--- src/rtl/quiz_answer_timer.sv ---
// Quiz answer timer: round state machine, answer countdown, judging,
// saturating contestant scores and board LED drive.
module quiz_answer_timer #(
  parameter int TICK_DIV   = 50000000,
  parameter int ANSWER_SEC = 10,
  parameter int BLINK_DIV  = 12500000,
  parameter int SCORE_W    = 4
) (
  input  logic                   clk,
  input  logic                   rst_n,
  input  logic                   arm,
  input  logic [3:0]             win,
  input  logic                   judge_ok,
  input  logic                   judge_bad,
  input  logic                   clr_scores,
  output logic [1:0]             state_o,
  output logic [1:0]             winner,
  output logic [3:0]             sec_left,
  output logic                   timeout,
  output logic [4*SCORE_W-1:0]   scores,
  output logic [3:0]             led
);

  localparam int TW = (TICK_DIV > 1) ? $clog2(TICK_DIV) : 1;
  localparam int BW = (BLINK_DIV > 1) ? $clog2(BLINK_DIV) : 1;

  typedef enum logic [1:0] {
    S_IDLE   = 2'd0,
    S_ARMED  = 2'd1,
    S_ANSWER = 2'd2,
    S_RESULT = 2'd3
  } state_t;

  state_t              r_state, w_state_next;
  logic [1:0]          r_winner, w_winner_next;
  logic [3:0]          r_sec, w_sec_next;
  logic                r_timeout, w_timeout_next;
  logic [TW-1:0]       r_tick_cnt, w_tick_next;
  logic [BW-1:0]       r_blink_cnt, w_blink_cnt_next;
  logic                r_blink, w_blink_next;
  logic [3:0]          r_led, w_led_next;
  logic                w_inc, w_dec;
  logic                w_tick_wrap, w_blink_wrap;
  logic [1:0]          w_win_idx;
  logic [SCORE_W-1:0]  r_score [4];

  assign w_tick_wrap  = (r_tick_cnt == TW'(TICK_DIV - 1));
  assign w_blink_wrap = (r_blink_cnt == BW'(BLINK_DIV - 1));

  // Multi-hot winner pulses resolve to the lowest contestant index
  always_comb begin
    w_win_idx = 2'd3;
    if (win[0])      w_win_idx = 2'd0;
    else if (win[1]) w_win_idx = 2'd1;
    else if (win[2]) w_win_idx = 2'd2;
  end

  // Next-state, countdown, blink and judging decisions
  always_comb begin
    w_state_next     = r_state;
    w_winner_next    = r_winner;
    w_sec_next       = r_sec;
    w_timeout_next   = 1'b0;
    w_tick_next      = '0;
    w_blink_cnt_next = '0;
    w_blink_next     = r_blink;
    w_inc            = 1'b0;
    w_dec            = 1'b0;
    case (r_state)
      S_IDLE: begin
        if (arm) w_state_next = S_ARMED;
      end
      S_ARMED: begin
        if (win != 4'b0000) begin
          w_state_next  = S_ANSWER;
          w_winner_next = w_win_idx;
          w_sec_next    = 4'(ANSWER_SEC);
          w_blink_next  = 1'b1;
        end
      end
      S_ANSWER: begin
        w_tick_next      = w_tick_wrap ? '0 : r_tick_cnt + 1'b1;
        w_blink_cnt_next = w_blink_wrap ? '0 : r_blink_cnt + 1'b1;
        w_blink_next     = w_blink_wrap ? ~r_blink : r_blink;
        // A judge freezes the window; it beats both the other judge and the tick
        if (judge_ok) begin
          w_inc        = 1'b1;
          w_state_next = S_RESULT;
        end else if (judge_bad) begin
          w_dec        = 1'b1;
          w_state_next = S_RESULT;
        end else if (w_tick_wrap && r_sec != 4'd0) begin
          w_sec_next = r_sec - 4'd1;
          if (r_sec == 4'd1) begin
            w_timeout_next = 1'b1;
            w_state_next   = S_RESULT;
          end
        end
      end
      S_RESULT: begin
        if (arm) w_state_next = S_ARMED;
      end
      default: w_state_next = S_IDLE;
    endcase
  end

  // LED pattern for the state being entered, so led is registered with it
  always_comb begin
    w_led_next = 4'b0000;
    case (w_state_next)
      S_ARMED:  w_led_next = 4'b1111;
      S_ANSWER: w_led_next = w_blink_next ? (4'b0001 << w_winner_next) : 4'b0000;
      S_RESULT: w_led_next = 4'b0001 << w_winner_next;
      default:  w_led_next = 4'b0000;
    endcase
  end

  // State, countdown and display registers
  always_ff @(posedge clk) begin
    if (!rst_n) begin
      r_state     <= S_IDLE;
      r_winner    <= 2'd0;
      r_sec       <= 4'd0;
      r_timeout   <= 1'b0;
      r_tick_cnt  <= '0;
      r_blink_cnt <= '0;
      r_blink     <= 1'b0;
      r_led       <= 4'b0000;
    end else begin
      r_state     <= w_state_next;
      r_winner    <= w_winner_next;
      r_sec       <= w_sec_next;
      r_timeout   <= w_timeout_next;
      r_tick_cnt  <= w_tick_next;
      r_blink_cnt <= w_blink_cnt_next;
      r_blink     <= w_blink_next;
      r_led       <= w_led_next;
    end
  end

  // Saturating scores; a clear overrides any same-cycle judge
  always_ff @(posedge clk) begin
    if (!rst_n || clr_scores) begin
      for (int i = 0; i < 4; i++) r_score[i] <= '0;
    end else if (w_inc && r_score[r_winner] != {SCORE_W{1'b1}}) begin
      r_score[r_winner] <= r_score[r_winner] + 1'b1;
    end else if (w_dec && r_score[r_winner] != '0) begin
      r_score[r_winner] <= r_score[r_winner] - 1'b1;
    end
  end

  genvar gi;
  generate
    for (gi = 0; gi < 4; gi++) begin : g_scores
      assign scores[gi*SCORE_W +: SCORE_W] = r_score[gi];
    end
  endgenerate

  assign state_o  = r_state;
  assign winner   = r_winner;
  assign sec_left = r_sec;
  assign timeout  = r_timeout;
  assign led      = r_led;

endmodule

--- config.mk ---
export PLATFORM = sky130hd
export DESIGN_NAME = quiz_answer_timer
export DESIGN_NICKNAME = d
export VERILOG_FILES = /design/src/rtl/quiz_answer_timer.sv
export SDC_FILE = /design/constraint.sdc
export NUM_CORES = 1
export LEC_CHECK = 0
export CORE_ASPECT_RATIO = 1.4
export CORE_UTILIZATION = 55
export DETAILED_ROUTE_END_ITERATION = 10
export HOLD_SLACK_MARGIN = 0.02
export PLACE_DENSITY_LB_ADDON = 0.08
export SYNTH_ARGS = -nofsm -noshare
export SYNTH_HDL_FRONTEND = slang
export SYNTH_SLANG_ARGS = --single-unit
export TNS_END_PERCENT = 1
--- constraint.sdc ---
create_clock -name clk -period 3.35 [get_ports clk]
set_input_delay 0.335 -clock clk [delete_from_list [all_inputs] [get_ports clk]]
set_output_delay 0.335 -clock clk [all_outputs]
set_load 0.05 [all_outputs]
**After elaboration in Yosys (flattened, before gate mapping)**

Memories as Yosys holds them, arrays and structs flattened. A register that Yosys moved wholly into a read port is not among the register bits.
Index checks and enable logic that the tools add are counted.

- Logic and storage cells: 92
- Register bits after elaboration: 64
- RAM bits: 16
- Memories kept: 1

- Reductions and logical operators: 16
- Eq/ne operators: 14
- $add $sub $neg: 5
- Bitwise gates (word level): 5
- Multiplexer cells: 42
- Shifts and indexed selects: 1

Memory list:

| name | words | bits a word | rd ports | clocked after Yosys merged registers in | write ports | line | text |
|---|---|---|---|---|---|---|---|
| r_score | 4 | 4 | 5 | 1 | 4 | 45 | `logic [SCORE_W-1:0] r_score [4];` |

Operators by type and width:

| kind | number |
|---|---|
| 2-to-1 mux 4 bit | 7 |
| adder 26 x 1 -> 26 bit (second input constant) | 1 |
| == test 26 bit (second input constant) | 1 |
| adder 24 x 1 -> 24 bit (second input constant) | 1 |
| == test 24 bit (second input constant) | 1 |
| 2-to-1 mux 2 bit | 12 |
| 2-to-1 mux 1 bit | 19 |
| one-hot mux 4 bit (3 select lines) | 1 |
| nonzero test 4 bit | 3 |
| == test 2 bit (second input constant) | 4 |
| != test 2 bit (second input constant) | 4 |
| one-hot mux 4 bit (2 select lines) | 1 |
| subtractor 4 x 1 -> 4 bit (second input constant) | 2 |
| one-hot mux 2 bit (3 select lines) | 1 |
| OR reduction 3 bit | 2 |
| AND reduction 5 bit | 1 |
| OR reduction 5 bit | 1 |
| adder 4 x 1 -> 4 bit (second input constant) | 1 |
| == test 2 x 1 -> 1 bit (second input constant) | 2 |
| == test 4 x 1 -> 1 bit (second input constant) | 1 |
| != test 4 bit (second input constant) | 1 |
| NOT 1 bit | 4 |
| OR reduction 4 bit | 1 |
| << shifter 1 x 2 -> 4 bit (first input constant) | 1 |
| other kinds (8) | 10 |

**Logic depth before layout (Yosys ltp)**

- Word-level depth: 11
- Depth in mapped cells: 13

**Worst setup path before layout**

OpenSTA, ideal clock, no wires.

- Path type: register -> register
- Start point: register r_winner[0] (netlist: winner[0])
- End point: memory r_score[2][3] (data pin)
- Arrival: 3140 ps
- Stages on the path, launching flop included: 12
- Path buffers: 1
- Required time: 3095 ps
- Slack: -46 ps
- Path through: dfxtp_1 -> clkbuf_1 -> mux4_2 -> nor4_1 -> nor2_1 -> ha_1 -> nand2b_1 -> o221ai_1 -> a21oi_1 -> mux2i_1 -> mux2i_1 -> and3b_1

RTL lines:

| item | line | text |
|---|---|---|
| start, declared | 35 | `logic [1:0] r_winner, w_winner_next;` |
| start signal, assigned | 131 | `r_winner <= w_winner_next;` |
| end, declared | 45 |  |

==> metrics.csv <==
metric;value;unit
initial DRC count;156;
Synth async-reset ratio;0;%
number of nets with antenna violations after routing;0;
Placement Setup Slack;0.126;ns
Max-Cap Viols;0;
syn nets;448;
starting density of the core;56.7;%
top cells by area, synth;dfxtp_1, edfxtp_1, nor2_1;
gpl congestion;0.833;
Residual DRC;0;
global-route wire length before repair;13200;um
max-slew violation count;0;
Worst Path Arrival;3.20;ns
DR pass1 iterations;4;
top-area cell type share of the netlist area;32.8;%
Hold WS;0.450;ns
VDD IR max;0.000376;V
Total Power;3050;uW
leakage;0.00159;uW
Synth warnings;0;
Synth area leader;dfxtp_1;
Ports;39;
DP HPWL;5660;um
GRT overflow;0;
Synth Flop Type;dfxtp_1;
wire length per cell;13.7;um
crit share post-route;91.8;%
status;complete, no violations;
Post-Route WL;7800;um
Final Critical Period;3.08;ns
initial antenna violation count;0;
clk_lat worst skew;0.36;ns
post-synthesis sequential area ratio;45.1;%
most used cell, CP;mux2i_1;
clk_skew;0.00669;ns
CTS tree;yes;
largest net degree at the start of global routing;26;
unique cell type count in the Yosys netlist;46;
# placed instances;555;
via count;3052;
crit-path max cell delay;0.60;ns
CP top delay family;multiplexers;
Die X;73.2;um
Core Area;6890;um2
Hold Violations, Final;0;
share of layout cells above drive strength 1;8.19;%
Setup crit end kind;register;
Buf/Inv on CP;0;
Die ar.;7450;um2
Worst Hold Class;reg2reg;
cell row count;36;
worst-path cell chain;mux4_2 > nor4_2 > nor2_1 > ha_1 > nand2b_1 > o221ai_1 > a21oi_1 > mux2i_1 > mux2i_1 > and3b_1;
Root Buffer;clkbuf_8;
via/cell ratio;5.35;
syn avg cell area;9.10;um2
final setup fails;0;
CP startpoint kind;register;
Final WS setup;0.274;ns
post-CTS setup buffers;0;
Mapped Cells;429;
CTS clock-pin slew for the worst setup and hold paths;0.08;ns
post-route insts no fill;571;
CP max-delay cell;mux4_2;
Area Growth Syn to Fin;18.3;%
die height;102;um
Slew HR;59.1;%
Slew @ Worst Pin;0.614;ns
Required @ worst endpoint;3.47;ns
worst-path fanout max;14;
fin nets;490;
setup TNS;0;ns
total clock buffers created by CTS;9;
PortBufs;38;
CTS HTree Levels;3;
clk buf depth;2;
vias in the first global route;2917;
ANT cells;0;
P per Cell Area;660;nW/um2
RSZ-0062 raised after global routing;no;
Fmax;325;MHz
overall routing resource usage;23.4;%
CP Class;reg2reg;
post-synthesis cell area;3900;um2
Seq cells post-synth;80;
clock sinks;80;
Post-synth EDFFs;16;
cells in the mapped netlist (9+ instances only):
library cell / instances
nor2_1: 88
dfxtp_1: 64
nand2_1: 37
xor2_1: 25
xnor2_1: 22
edfxtp_1: 16
nand3_1: 15
inv_1: 14
nand4_1: 13
a21oi_1: 12
clkbuf_1: 12
mux2i_1: 9
timing repair:
item	CTS	global route
resized for setup	0	3
endpoints found under the setup margin	0	3
hold buffers	0	0
final cells by class:
| cell class | count | area [um2] |
|---|---|---|
| clock buffers | 9 | 124 |
| clock inverters | 7 | 86.3 |
| fillers | 580 | 2270 |
| inverters | 14 | 52.6 |
| multi-input cells | 323 | 2050 |
| flip-flops and latches | 80 | 1770 |
| well taps | 95 | 119 |
| repair buffers | 43 | 418 |
worst paths after layout:
check / startpoint / to / slack (ns) / cells after the start
worst max-delay path: winner[0]$_SDFF_PN0_ / r_score[2][3]$_SDFFCE_PN0P_ / 0.27 / 10
worst min-delay path: r_tick_cnt[0]$_SDFF_PP0_ / r_tick_cnt[0]$_SDFF_PP0_ / 0.45 / 1
worst max register to register: winner[0]$_SDFF_PN0_ / r_score[2][3]$_SDFFCE_PN0P_ / 0.27 / 10
worst min register to register: r_tick_cnt[0]$_SDFF_PP0_ / r_tick_cnt[0]$_SDFF_PP0_ / 0.45 / 1
cells by family after synthesis:
logic type | share of synthesized area, %
simple gates | 27.4
flops | 45.1
xor+xnor | 10.5
compound gates | 6.79
buf+inv | 2.50
mux | 4.61
fa+ha+maj | 3.08
cell usage in the layout (no fill, tap or decap), types with 3 or more instances in the layout:
cell | Yosys | layout
a21oi_1 | 12 | 12
and2_1 | 7 | 7
and3_1 | 4 | 4
and4_1 | 7 | 7
buf_4 | 0 | 5
clkbuf_8 | 0 | 9
clkdlybuf4s50_1 | 0 | 38
clkinv_2 | 0 | 3
dfxtp_1 | 64 | 62
edfxtp_1 | 16 | 16
ha_1 | 8 | 8
inv_1 | 14 | 14
mux2i_1 | 9 | 9
mux4_2 | 4 | 4
nand2_1 | 37 | 37
nand2b_1 | 6 | 6
nand3_1 | 15 | 15
nand4_1 | 13 | 13
nor2_1 | 88 | 88
nor2b_1 | 4 | 4
nor3_1 | 6 | 6
nor4_1 | 6 | 5
o21ai_0 | 8 | 8
or2_2 | 6 | 6
or3_1 | 5 | 5
or4_1 | 3 | 3
xnor2_1 | 22 | 22
xor2_1 | 25 | 25
through the flow:
step | util (%) | cell area, um2
after floorplan | - | 3910
after global placement | 63.8 | 4400
after detailed placement | 63.8 | 4400
after CTS | 66.9 | 4610
after global routing | 67.0 | 4620
final | 67.0 | 4620
state kept, by name, indices dropped and copies added, names as in the netlist, 2 cells and up:
name	cells
r_blink_cnt	24
r_score	16
state_o	2
led	4
r_tick_cnt	26
winner	2
sec_left	4
routing by layer:
layer | up-vias | share of wire [%] | GRT usage (%) | wire length, um
met2 | 57 | 50 | 39.1 | 3880
li1 | 1563 | - | - | -
met3 | 14 | 4.7 | 8.06 | 368
met1 | 1418 | 43 | 26.9 | 3380
met5 | - | 0 | 0 | 0
met4 | 0 | 2.1 | 10.3 | 167
where the power goes:
| group | internal (uW) | switching [uW] |
|---|---|---|
| clock | 413 | 343 |
| combinational | 427 | 684 |
| sequential | 1080 | 102 |
(Power assumes the default switching activity.)
